--- src/rtl/i2c_master_driver_if.sv ---
// Handshake bundle between the pass sequencer (master modport) and the I2C
// bit-level core (slave modport).
interface i2c_master_driver_if;
  logic       ready;
  logic       start;
  logic       send;
  logic [7:0] datasend;
  logic       sended;
  logic       received;
  logic [7:0] datareceive;
  logic       nack;
  logic       more;

  modport master (
    input  ready, send, received, datareceive, nack,
    output start, datasend, sended, more
  );

  modport slave (
    output ready, send, received, datareceive, nack,
    input  start, datasend, sended, more
  );
endinterface

--- src/rtl/i2c_master_driver.sv ---
// Write-then-read-back pass sequencer for the I2C master with pass/error counters.
// I2C_MASTER_DRIVER_LOOP_EN: when defined, passes repeat back to back after one go.
module i2c_master_driver #(
  parameter logic [6:0] SLAVE_ADDR = 7'h27,
  parameter int         NBYTES     = 4,
  parameter int         GAP        = 1000
) (
  input  logic                clk_i,
  input  logic                reset_i,
  input  logic                go_i,
  i2c_master_driver_if.master bus,
  output logic                busy_o,
  output logic [7:0]          pass_cnt_o,
  output logic [7:0]          err_cnt_o,
  output logic [7:0]          last_byte_o
);

  // state    | meaning
  // IDLE     | waiting for go
  // W_START  | waiting for ready, then start the write transaction
  // W_ADDR   | answer send with the write address byte
  // W_DATA   | answer send with seed+idx
  // R_WAIT   | waiting for ready before the read transaction
  // R_START  | start pulse of the read transaction is on the bus
  // R_ADDR   | answer send with the read address byte
  // R_DATA   | collect and compare received bytes
  // GAP_WAIT | idle spacing between passes
  typedef enum logic [3:0] {
    IDLE, W_START, W_ADDR, W_DATA, R_WAIT, R_START, R_ADDR, R_DATA, GAP_WAIT
  } state_t;

  localparam int         GW       = (GAP > 1) ? $clog2(GAP) : 1;
  localparam logic [3:0] LAST_IDX = 4'(NBYTES - 1);
  localparam logic [GW-1:0] GAP_LOAD = GW'(GAP - 1);

  state_t        state_q, state_d;
  logic [3:0]    idx_q, idx_d;
  logic [7:0]    seed_q, seed_d;
  logic [GW-1:0] gap_q, gap_d;
  logic [7:0]    datasend_q, datasend_d;
  logic          sended_q, sended_d;
  logic          start_q, start_d;
  logic [7:0]    pass_q, pass_d;
  logic [7:0]    err_q, err_d;
  logic [7:0]    last_q, last_d;
  logic          bad_q, bad_d;

  logic [7:0] expect_byte;
  logic       nack_abort;
  logic       mismatch;
  logic       more;

  assign expect_byte = seed_q + {4'b0000, idx_q};
  assign mismatch    = (bus.datareceive != expect_byte);
  assign nack_abort  = bus.nack && (state_q inside {W_ADDR, W_DATA, R_WAIT, R_START, R_ADDR, R_DATA});

  always_comb begin
    state_d    = state_q;
    idx_d      = idx_q;
    seed_d     = seed_q;
    gap_d      = gap_q;
    datasend_d = datasend_q;
    sended_d   = 1'b0;
    start_d    = 1'b0;
    pass_d     = pass_q;
    err_d      = err_q;
    last_d     = last_q;
    bad_d      = bad_q;

    case (state_q)
      IDLE: begin
        if (go_i) begin
          state_d = W_START;
          idx_d   = 4'd0;
          bad_d   = 1'b0;
        end
      end
      W_START: begin
        if (bus.ready) begin
          start_d = 1'b1;
          state_d = W_ADDR;
        end
      end
      W_ADDR: begin
        if (bus.send) begin
          datasend_d = {SLAVE_ADDR, 1'b0};
          sended_d   = 1'b1;
          state_d    = W_DATA;
        end
      end
      W_DATA: begin
        if (bus.send) begin
          datasend_d = expect_byte;
          sended_d   = 1'b1;
          if (idx_q == LAST_IDX) begin
            idx_d   = 4'd0;
            state_d = R_WAIT;
          end else begin
            idx_d = idx_q + 4'd1;
          end
        end
      end
      R_WAIT: begin
        if (bus.ready) begin
          start_d = 1'b1;
          state_d = R_START;
        end
      end
      R_START: state_d = R_ADDR;
      R_ADDR: begin
        if (bus.send) begin
          datasend_d = {SLAVE_ADDR, 1'b1};
          sended_d   = 1'b1;
          idx_d      = 4'd0;
          state_d    = R_DATA;
        end
      end
      R_DATA: begin
        if (bus.received) begin
          last_d = bus.datareceive;
          if (mismatch) begin
            bad_d = 1'b1;
            if (err_q != 8'hFF) err_d = err_q + 8'd1;
          end
          if (idx_q == LAST_IDX) begin
            if (!bad_q && !mismatch && pass_q != 8'hFF) pass_d = pass_q + 8'd1;
            gap_d   = GAP_LOAD;
            state_d = GAP_WAIT;
          end else begin
            idx_d = idx_q + 4'd1;
          end
        end
      end
      GAP_WAIT: begin
        if (gap_q == '0) begin
          seed_d = seed_q + 8'd1;
`ifdef I2C_MASTER_DRIVER_LOOP_EN
          state_d = W_START;
          idx_d   = 4'd0;
          bad_d   = 1'b0;
`else
          state_d = IDLE;
`endif
        end else begin
          gap_d = gap_q - GW'(1);
        end
      end
      default: state_d = IDLE;
    endcase

    // A NACK overrides whatever the current state would have done this cycle.
    if (nack_abort) begin
      state_d    = GAP_WAIT;
      gap_d      = GAP_LOAD;
      idx_d      = idx_q;
      datasend_d = datasend_q;
      sended_d   = 1'b0;
      start_d    = 1'b0;
      pass_d     = pass_q;
      last_d     = last_q;
      bad_d      = 1'b1;
      err_d      = (err_q != 8'hFF) ? err_q + 8'd1 : err_q;
    end
  end

  always_ff @(posedge clk_i) begin
    if (reset_i) begin
      state_q    <= IDLE;
      idx_q      <= 4'd0;
      seed_q     <= 8'h00;
      gap_q      <= '0;
      datasend_q <= 8'h00;
      sended_q   <= 1'b0;
      start_q    <= 1'b0;
      pass_q     <= 8'h00;
      err_q      <= 8'h00;
      last_q     <= 8'h00;
      bad_q      <= 1'b0;
    end else begin
      state_q    <= state_d;
      idx_q      <= idx_d;
      seed_q     <= seed_d;
      gap_q      <= gap_d;
      datasend_q <= datasend_d;
      sended_q   <= sended_d;
      start_q    <= start_d;
      pass_q     <= pass_d;
      err_q      <= err_d;
      last_q     <= last_d;
      bad_q      <= bad_d;
    end
  end

  // more describes the byte the master is about to move next.
  always_comb begin
    more = 1'b0;
    case (state_q)
      W_ADDR:  more = 1'b1;
      W_DATA:  more = (idx_q != LAST_IDX);
      R_ADDR:  more = 1'b1;
      R_DATA:  more = (idx_q != LAST_IDX);
      default: more = 1'b0;
    endcase
  end

  assign bus.start    = start_q;
  assign bus.datasend = datasend_q;
  assign bus.sended   = sended_q;
  assign bus.more     = more;

  assign busy_o      = (state_q != IDLE);
  assign pass_cnt_o  = pass_q;
  assign err_cnt_o   = err_q;
  assign last_byte_o = last_q;

endmodule
--- src/flat_wrapper.sv ---
// flat-port wrapper written by rule: the top's interface ports become plain ports
module i2c_master_driver_flat 
#(
  parameter logic [6:0] SLAVE_ADDR = 7'h27,
  parameter int         NBYTES     = 4,
  parameter int         GAP        = 1000
)
  (clk_i, reset_i, go_i, busy_o, pass_cnt_o, err_cnt_o, last_byte_o, bus_ready, bus_send, bus_received, bus_datareceive, bus_nack, bus_start, bus_datasend, bus_sended, bus_more);
  i2c_master_driver_if bus_i ();
  input  logic clk_i;
  input  logic reset_i;
  input  logic go_i;
  output logic busy_o;
  output logic [7:0] pass_cnt_o;
  output logic [7:0] err_cnt_o;
  output logic [7:0] last_byte_o;
  input wire logic [$bits(bus_i.ready)-1:0] bus_ready;
  input wire logic [$bits(bus_i.send)-1:0] bus_send;
  input wire logic [$bits(bus_i.received)-1:0] bus_received;
  input wire logic [$bits(bus_i.datareceive)-1:0] bus_datareceive;
  input wire logic [$bits(bus_i.nack)-1:0] bus_nack;
  output wire logic [$bits(bus_i.start)-1:0] bus_start;
  output wire logic [$bits(bus_i.datasend)-1:0] bus_datasend;
  output wire logic [$bits(bus_i.sended)-1:0] bus_sended;
  output wire logic [$bits(bus_i.more)-1:0] bus_more;
  assign bus_i.ready = bus_ready;
  assign bus_i.send = bus_send;
  assign bus_i.received = bus_received;
  assign bus_i.datareceive = bus_datareceive;
  assign bus_i.nack = bus_nack;
  assign bus_start = bus_i.start;
  assign bus_datasend = bus_i.datasend;
  assign bus_sended = bus_i.sended;
  assign bus_more = bus_i.more;
  i2c_master_driver #(.SLAVE_ADDR(SLAVE_ADDR), .NBYTES(NBYTES), .GAP(GAP)) u_core (.clk_i(clk_i), .reset_i(reset_i), .go_i(go_i), .bus(bus_i), .busy_o(busy_o), .pass_cnt_o(pass_cnt_o), .err_cnt_o(err_cnt_o), .last_byte_o(last_byte_o));
endmodule
--- config.mk ---
export PLATFORM = sky130hd
export DESIGN_NAME = i2c_master_driver_flat
export DESIGN_NICKNAME = d
export VERILOG_FILES = /design/src/rtl/i2c_master_driver_if.sv /design/src/rtl/i2c_master_driver.sv /design/src/flat_wrapper.sv
export SDC_FILE = /design/constraint.sdc
export NUM_CORES = 1
export LEC_CHECK = 0
export BUFFER_PORTS_ARGS = -buffer_cell sky130_fd_sc_hd__buf_2
export CORE_MARGIN = 2
export CORE_UTILIZATION = 45
export CTS_CLUSTER_SIZE = 24
export DETAILED_ROUTE_END_ITERATION = 12
export GPL_TIMING_DRIVEN = 0
export MAX_ROUTING_LAYER = met4
export PLACE_DENSITY_LB_ADDON = 0.2
export SLEW_MARGIN = 10
export SYNTH_ARGS = -nofsm -noshare
export SYNTH_HDL_FRONTEND = slang
export SYNTH_SLANG_ARGS = --single-unit
--- constraint.sdc ---
create_clock -name clk_i -period 2.85 [get_ports clk_i]
set_input_delay 0.285 -clock clk_i [delete_from_list [all_inputs] [get_ports clk_i]]
set_output_delay 0.285 -clock clk_i [all_outputs]
set_load 0.05 [all_outputs]
==> flow_summary.ini, run 1 <==
[pwr]
p_int_mw = 1.89
p_sw_share_pct = 34.5
vdd_drop_max_v = 0.000287
p_leak_nw = 1.77
power_mw = 2.89
power.share.clock_pct = 33.3
power_density_nw_per_um2 = 689
combPwrFrac_pct = 31.9
pwr-share-seq_pct = 34.8
p_switching_mw = 0.998

[critical_path]
cp_slowest_cell = or4_1
critPathKind = flip-flop to flip-flop
start_kind = flip-flop
cp.arrival_ns = 3.05
cp_max_fo = 5
critPathMaxStageDelay_ns = 0.47
worstPathRequired_ns = 3.12
endpoint_kind = flip-flop
crit_chain = ha_4, inv_2, fa_2, nand2b_4, a211oi_4, xor2_1, a221oi_2, nand4_1, buf_6, or4_1, a21oi_1

[clock_tree]
cts_root_buffer = clkbuf_8
cts_tree = built
insertion_delay_ns = 0.34
htree_levels = 3
clock-sinks = 61
clk_pin_slew_ns = 0.07
clock_path_buffers = 2
numCtsBuffers = 9

[floorplanning]
pin_count = 51
design.core.area_um2 = 7290
die_w_um = 91.0
die_area_um2 = 8270
die_y_um = 91.0
initial_utilization_pct = 46.7
rows = 31

[drt]
drt_iter0_markers = 134
wl_um = 8760
wl_per_cell_um = 15.2
drc = 0
vias = 3195
ant_nets = 0
dr.pass1.iters = 4
via_per_inst = 5.54

[synthesis]
syn-instance-count = 406
avgSynthCellArea_um2 = 8.38
synth_top_family_by_area = simple AND/OR/NAND/NOR gates
yosysUniqueCellTypes = 58
synth_seq_cells = 61
synth_compound_area_share_pct = 15.2
syn_area_um2 = 3400
synth-seq-area-share_pct = 35.9
synthAdderAreaFrac_pct = 4.19
synth_edf_count = 0
synthMuxAreaShare_pct = 6.47
synth_xor_area_share_pct = 6.18
yosysWarningCount = 0
synth_flop_cell = dfxtp_1
yosys.area_share.simple_pct = 26.5
synth_fp_nets = 431
synthArstFlopShare_pct = 0

[cells_and_area]
drive_above_1_share_pct = 25.7
most-common-layout-cells = nor2_1 (65), buf_2 (55), dfxtp_1 (55)
fill_cells = 716
finish.net_count = 499
syn_to_final_growth_pct = 23.5
multiInputGateArea_um2 = 2100
seq_area_um2 = 1230
stdcell_count = 577
antenna_cells = 0
postLayoutCoreUtil_pct = 57.6
final_common_cell = nor2_1

[timing]
hold_violations = 0
finalClockSkew_ns = 0.00912
min_period_ns = 2.77
timing.fmax_ghz = 0.360
grt_setup_unrepaired = true
finalSetupViolCount = 0
worst_pin_slew_ns = 0.996
fin_hold_ws_ns = 0.201
slew_headroom_pct = 33.4
setup_tns_ns = 0
period_share_pct = 97.4
final_max_slew_viol_count = 0

[placement]
dp_hpwl_um = 6030
place_congestion = 0.908
io_buffers = 49
placedCellCount = 554

[global_routing]
grt_use_total_pct = 22.7
grt_max_degree = 11
gr-total-overflow = 0
antenna_found_initial = 0
grt_pass1_wl_um = 14900
grt_pass1_vias = 3107

[job]
drv_cap = 0

[worst_hold_path]
hp-class = input port to flip-flop

[status]
outcome = complete, no violations
[cell usage after synthesis (2+ instances only)]
cell type / number / area [um2]
xnor2_1: 12 / 105
clkbuf_1: 14 / 52.6
and4b_1: 2 / 20.0
nand4_1: 4 / 25.0
o31ai_1: 5 / 37.5
a31oi_1: 2 / 12.5
xor2_1: 12 / 105
o21ai_0: 7 / 35.0
mux2i_1: 13 / 130
inv_1: 19 / 71.3
a22oi_1: 3 / 22.5
dfxtp_1: 61 / 1220
nor4b_2: 2 / 30.0
nor2_1: 66 / 248
nor3b_1: 4 / 30.0
nor4b_1: 4 / 35.0
or4_1: 5 / 37.5
nor3_1: 12 / 60.1
a221oi_1: 5 / 43.8
a31o_2: 2 / 17.5
nand3b_1: 4 / 30.0
ha_1: 9 / 113
and3_1: 3 / 18.8
a21oi_1: 28 / 140
and2_1: 3 / 18.8
o21bai_1: 2 / 15.0
nand2_1: 17 / 63.8
or3_1: 6 / 37.5
buf_2: 6 / 30.0
nand4b_1: 2 / 17.5
a211oi_2: 2 / 25.0
a211oi_1: 6 / 45.0
a311oi_1: 6 / 52.6
mux2_2: 7 / 78.8
and4_1: 2 / 17.5
buf_6: 2 / 22.5
nand3_1: 14 / 70.1
nor2b_1: 7 / 43.8
nand2b_1: 7 / 43.8
[power groups by stage]
stage	Clock (mW)	Combinational [mW]	Sequential (mW)
after floorplan	0	0.657	1.04
after global placement	0	0.862	1.02
after detailed placement	0	0.879	1.02
after CTS	0.983	0.903	1.00
after global routing	1.02	1.02	1.02
final	0.964	0.922	1.01
[timing repair]
item,4_1_cts,5_1_grt
endpoints found under the hold margin,0,0
setup endpoints to repair,15,21
pin swaps,2,14
hold buffers,0,0
gates cloned,1,0
setup buffers,4,4
gates resized for setup,15,15
[registers in the layout (all words and copies together), names as in the netlist]
name and cells:
u_core.err_cnt_o 8, u_core.bad_q 1, u_core.seed_q 8, u_core.state_q 4
u_core.idx_q 4, u_core.bus.datasend 8, u_core.bus.start 1, u_core.pass_cnt_o 8
u_core.bus.sended 1, u_core.last_byte_o 8, u_core.gap_q 10
[layer usage]
layer  up-vias  routed length [um]  GRT usage, %
met1      1516                3890          28.5
met2        83                4300          38.0
met4         0                 140          7.07
li1       1583                   -             -
met5         -                   0             -
met3        13                 428          3.15
[metrics by stage]
stage	area, um2	setup slack, ns
2_1_floorplan	3400	0.0831
3_3_place_gp	3770	-0.161
3_5_place_dp	3780	-0.202
4_1_cts	4120	0.00358
5_1_grt	4200	-0.0894
6_report	4200	0.0753
[worst paths after layout]
| path | startpoint | endpoint | slack, ns | cells after the start |
|---|---|---|---|---|
| setup / recovery | u_core.idx_q[0] | u_core.pass_cnt_o[6] | 0.08 | 11 |
| hold / removal | bus_datareceive[7] | u_core.last_byte_o[7] | 0.20 | 3 |
| setup reg to reg | u_core.idx_q[0] | u_core.pass_cnt_o[6] | 0.08 | 11 |
| hold reg to reg | u_core.bus.datasend[3] | u_core.bus.datasend[3] | 0.48 | 2 |
[area by class of cell]
cell class	count	share of cell area, %
Sequential cell	61	29.3
Buffer	24	2.95
Inverter	19	1.70
Tap cell	99	2.95
Multi-Input combinational cell	302	50.0
Timing Repair Buffer	57	7.27
Clock inverter	4	2.26
Clock buffer	11	3.60
[critical path: cells and delay by family (launching register included)]
family,cells,cell delay [ns]
AO/OA/AOI/OAI,3,0.60
XOR/XNOR,1,0.12
adder cells (fa/ha/maj),2,0.50
buffers and inverters,2,0.25
flip-flops,1,0.36
AND/OR/NAND/NOR,3,0.88
[logic make-up (layout without fill, tap and decap cells)]
| kind of cell | Yosys count | after routing |
|---|---|---|
| adders and majority gates | 11 | 11 |
| xor gates and xnor gates | 24 | 24 |
| buffers and inverters | 43 | 115 |
| AOI/OAI and AO/OA | 76 | 76 |
| muxes | 21 | 21 |
| DFF | 61 | 61 |
| and+or+nand+nor | 170 | 170 |
Note: power is estimated with default switching activity, not from simulation.
==> run 2: changes to the inputs <==
Settings changed: CORE_UTILIZATION 45 to 52.
==> run 2 against run 1 <==
  * Via count down 1.7%
  * Global-route usage up 1.3 points
  * Combinational power down 2%
  * Sequential cell count did not move
  * Critical endpoint unchanged
  * Cell area decreased by 2.0%
  * Largest power group unchanged
  * Highest routed layer unchanged
  * Die area shrank 13%
==> flow_summary.ini, run 2 (same netlist as run 1, synthesis figures left out) <==
[status]
outcome = complete, no violations

[global_routing]
grt_max_degree = 11
grt_use_total_pct = 24.0
gr-total-overflow = 0
grt_pass1_wl_um = 13500
grt_pass1_vias = 2901
antenna_found_initial = 0

[cells_and_area]
postLayoutCoreUtil_pct = 64.8
final_common_cell = nor2_1
drive_above_1_share_pct = 25.3
antenna_cells = 0
syn_to_final_growth_pct = 21.0
stdcell_count = 555
largest_register = u_core.gap_q
most-common-layout-cells = nor2_1 (66), buf_2 (56), dfxtp_1 (55)
fill_cells = 560
largest_reg_flops = 10
finish.net_count = 498

[worst_hold_path]
hp-class = input port to flip-flop

[floorplanning]
die_w_um = 84.9
die_area_um2 = 7210
die_y_um = 84.9
initial_utilization_pct = 53.6
design.core.area_um2 = 6350
rows = 29
pin_count = 51

[drt]
drt_iter0_markers = 180
ant_nets = 0
dr.pass1.iters = 4
wl_per_cell_um = 14.8
wl_um = 8230
vias = 3142
via_per_inst = 5.66
drc = 0

[timing]
fin_hold_ws_ns = 0.203
setup_ws_ns = 0.00259
grt_setup_unrepaired = true
period_share_pct = 99.9
timing.fmax_ghz = 0.351
slew_headroom_pct = 40.3
worst_pin_slew_ns = 0.887
min_period_ns = 2.85
final_max_slew_viol_count = 0
hold_violations = 0
finalSetupViolCount = 0
finalClockSkew_ns = 0.00405

[critical_path]
critPathKind = flip-flop to flip-flop
cp.arrival_ns = 3.12
cp_max_fo = 5
start_kind = flip-flop
endpoint_kind = flip-flop
worstPathRequired_ns = 3.12

[job]
drv_cap = 0

[clock_tree]
clock-sinks = 61
insertion_delay_ns = 0.34
cts_root_buffer = clkbuf_8
htree_levels = 3
cts_hold_buf = 0
cts_tree = built
clock_path_buffers = 2
numCtsBuffers = 9
clk_pin_slew_ns = 0.07

[pwr]
p_sw_share_pct = 36.6
p_int_mw = 1.70
p_leak_nw = 1.73
p_switching_mw = 0.981
power.share.clock_pct = 28.8
power_density_nw_per_um2 = 650
pwr-share-seq_pct = 37.5
vdd_drop_max_v = 0.000427
combPwrFrac_pct = 33.7

[placement]
dp_hpwl_um = 5830
placedCellCount = 532
io_buffers = 49
place_congestion = 0.926
dp_slack_ns = -0.272
==> run 2: changes by cell type in the layout (fill, tap and decap cells not counted), sizes merged <==
cell      delta
clkinv       +1
clkbuf       +1
clkinvlp     +1
bufinv       -2
buf          -1
==> run 2: power groups by stage <==
stage	sequential [mW]	clock [mW]	combinational (mW)
global route	1.01	0.816	1.02
detailed placement	1.02	0	0.874
floorplan	1.04	0	0.657
global placement	1.02	0	0.850
CTS	1.00	0.778	0.890
finish	1.00	0.770	0.902
==> run 2: per-layer routing <==
layer  part of all wire [%]  global-route usage (%)
met1                     45                    29.6
met2                     50                    38.7
met3                    3.1                    3.99
met4                    1.9                    10.8
met5                      0                       -
==> run 2: layout make-up <==
type	count	area, um2	share of cell area [%]
sequential	61	1230	29.9
tap	77	96.3	2.34
clock inverter	4	47.5	1.15
buffer	24	124	3.01
inverter	19	71.3	1.73
timing repair buffer	56	295	7.17
multi-input combinational	302	2110	51.2
clock buffer	12	145	3.52
==> run 2: worst paths after layout <==
path	startpoint	end	slack (ns)	cells past startpoint
max	u_core.idx_q[0]	u_core.pass_cnt_o[6]	0.003	11
min	bus_datareceive[4]	u_core.last_byte_o[4]	0.20	3
max reg2reg	u_core.idx_q[0]	u_core.pass_cnt_o[6]	0.003	11
min reg2reg	u_core.bus.datasend[6]	u_core.bus.datasend[6]	0.47	2
==> run 2: per-stage QoR <==
stage               area, um2  power [mW]  TNS, ns
floorplan                3400        1.70        0
global placement         3740        1.87    -1.17
detailed placement       3750        1.89    -2.32
CTS                      4030        2.67        0
global route             4120        2.85   -0.708
finish                   4120        2.68        0
==> run 2: timing repair <==
| action | CTS | global route |
|---|---|---|
| pin swaps | 4 | 14 |
| gates cloned | 0 | 1 |
| setup buffers | 4 | 2 |
| endpoints found under the hold margin | 0 | 0 |
| resized for setup | 13 | 19 |
| endpoints found under the setup margin | 16 | 17 |
==> run 2: critical path, stage by stage (launching register included) <==
cell and delay, ns:
dfxtp_4 0.36, ha_4 0.14, inv_2 0.04, fa_2 0.36, nand2b_4 0.17, a211oi_4 0.25
xor2_1 0.12, a221oi_2 0.26, nand4_1 0.27, buf_6 0.22, or4_1 0.46, a21oi_1 0.12
==> run 3: changes to the inputs <==
Settings changed: CORE_UTILIZATION 52 to 60.
Clock period 2.85 ns to 3.6 ns, I/O delays scaled along.
==> run 3 against run 2 <==
  * Clock skew increased by 0.0039 ns
  * Sequential cell count unchanged
  * Global-route usage increased by 4.1 points
  * Clock power decreased by 4.9%
  * First-iteration DRC count decreased by 34%
  * Wire length decreased by 1.8%
  * Non-clock buffer count decreased by 7
  * Final cell count decreased by 2.2%
  * Via count increased by 0.48%
  * Combinational power decreased by 22%
  * Utilization increased by 7.6 points
  * Sequential power decreased by 21%
==> flow_summary.ini, run 3 (same netlist as run 1, synthesis figures left out) <==
[status]
outcome = complete, no violations

[timing]
timing.fmax_ghz = 0.317
final_max_slew_viol_count = 0
slew_headroom_pct = 40.8
finalClockSkew_ns = 0.00796
finalSetupViolCount = 0
min_period_ns = 3.15
period_share_pct = 87.6
setup_tns_ns = 0
hold_violations = 0
worst_pin_slew_ns = 0.886
grt_setup_unrepaired = false

[critical_path]
worstPathRequired_ns = 3.86
start_kind = flip-flop
cp_slowest_cell = or4_1
critPathLaunch = u_core.seed_q[0]
endpoint_kind = flip-flop
critPathKind = flip-flop to flip-flop
r2r_slack_ns = 0.45
cp.arrival_ns = 3.42
rr_startpoint = u_core.seed_q[0]
critPathMaxStageDelay_ns = 0.51
cp_max_fo = 10
reg2regPathDepth = 11
crit_chain = ha_1, inv_1, fa_1, nand2b_1, a211oi_2, xor2_1, a221oi_1, nand4_1, buf_2, or4_1, a21oi_1

[drt]
via_per_inst = 5.81
wl_per_cell_um = 14.9
vias = 3157
ant_nets = 0
drt_iter0_markers = 118
drc = 0
wl_um = 8080
dr.pass1.iters = 5

[floorplanning]
design.core.area_um2 = 5510
initial_utilization_pct = 61.8
pin_count = 51
die_w_um = 79.3
rows = 27
die_y_um = 79.3
die_area_um2 = 6290

[pwr]
p_int_mw = 1.46
power_density_nw_per_um2 = 559
p_leak_nw = 1.70
pwr-share-seq_pct = 35.7
p_switching_mw = 0.772
power.share.clock_pct = 32.8
p_sw_share_pct = 34.6
combPwrFrac_pct = 31.5
vdd_drop_max_v = 0.000498

[placement]
placedCellCount = 527
place_congestion = 0.899
placed_cell_area_um2 = 3740
io_buffers = 49
dp_hpwl_um = 5830

[global_routing]
grt_max_degree = 11
gr-total-overflow = 0
grt_use_total_pct = 28.1
grt_pass1_wl_um = 13500
antenna_found_initial = 0
grt_pass1_vias = 2980

[job]
drv_cap = 0

[cells_and_area]
multiInputGateArea_um2 = 2000
finish.net_count = 491
most-common-layout-cells = nor2_1 (66), dfxtp_1 (61), buf_2 (55)
drive_above_1_share_pct = 19.5
largest_register = u_core.gap_q
syn_to_final_growth_pct = 17.2
antenna_cells = 0
largest_reg_flops = 10
final_common_cell = nor2_1
seq_area_um2 = 1220
fill_cells = 450
stdcell_count = 543
stdcell_area_um2 = 3990

[clock_tree]
numCtsBuffers = 9
clk_pin_slew_ns = 0.07
cts_hold_buf = 0
clock_path_buffers = 2
htree_levels = 3
cts_setup_buffers = 0
insertion_delay_ns = 0.34
post_cts_resize_count = 0
cts_root_buffer = clkbuf_8
clock-sinks = 61
cts_tree = built

[worst_hold_path]
hp-class = input port to flip-flop
hold_path_depth = 3
hp-start = bus_datareceive[2]
==> run 3: cell types whose count changed in the layout (fill, tap and decap cells not counted), sizes merged <==
cell      before  now
clkinvlp       1    0
buf           67   59
clkbuf        25   27
bufinv         1    2
clkinv         2    1
==> run 3: power by group through the flow <==
stage	registers [mW]	clock network, mW	logic (mW)
6_report	0.795	0.732	0.703
5_1_grt	0.803	0.764	0.779
4_1_cts	0.793	0.737	0.696
3_5_place_dp	0.808	0	0.686
2_1_floorplan	0.825	0	0.520
3_3_place_gp	0.804	0	0.667
==> run 3: worst max-delay path, delay by kind of cell, from the launching register on <==
family | cells | cell delay, ns
DFF | 1 | 0.41
AOI/OAI and AO/OA | 3 | 0.72
xor gates and xnor gates | 1 | 0.11
and+or+nand+nor | 3 | 0.94
adders and majority gates | 2 | 0.59
buffers and inverters | 2 | 0.30
==> run 3: worst paths after layout <==
path	endpoint
setup reg to reg	u_core.pass_cnt_o[6]
hold reg to reg	u_core.bus.datasend[3]
setup / recovery	u_core.pass_cnt_o[6]
hold / removal	u_core.last_byte_o[2]
==> run 3: stage by stage <==
stage	setup slack [ns]	util (%)	hold slack [ns]	power [mW]
final	0.448	72.4	0.283	2.23
after global routing	0.236	72.4	0.290	2.35
after CTS	0.489	72.4	0.281	2.23
after detailed placement	0.506	68.0	0.456	1.49
after global placement	0.570	67.9	0.455	1.47
after floorplan	0.833	-	0.454	1.35
==> run 3: routing by layer <==
layer  wire [um]  part of all wire [%]  global-route usage (%)
met1        3660                    45                    33.5
met2        3960                    49                    47.7
met3         306                   3.8                    3.86
met4         153                   1.9                    11.6
met5           0                     0                       -
==> run 3: layout make-up <==
cell class                      instances  area share, %
Buffer                                 24           2.92
Clock buffer                           13           4.49
Clock inverter                          3           1.63
Inverter                               19           1.79
Multi-Input combinational cell        302           50.1
Sequential cell                        61           30.6
Tap cell                               72           2.26
Timing Repair Buffer                   49           6.15
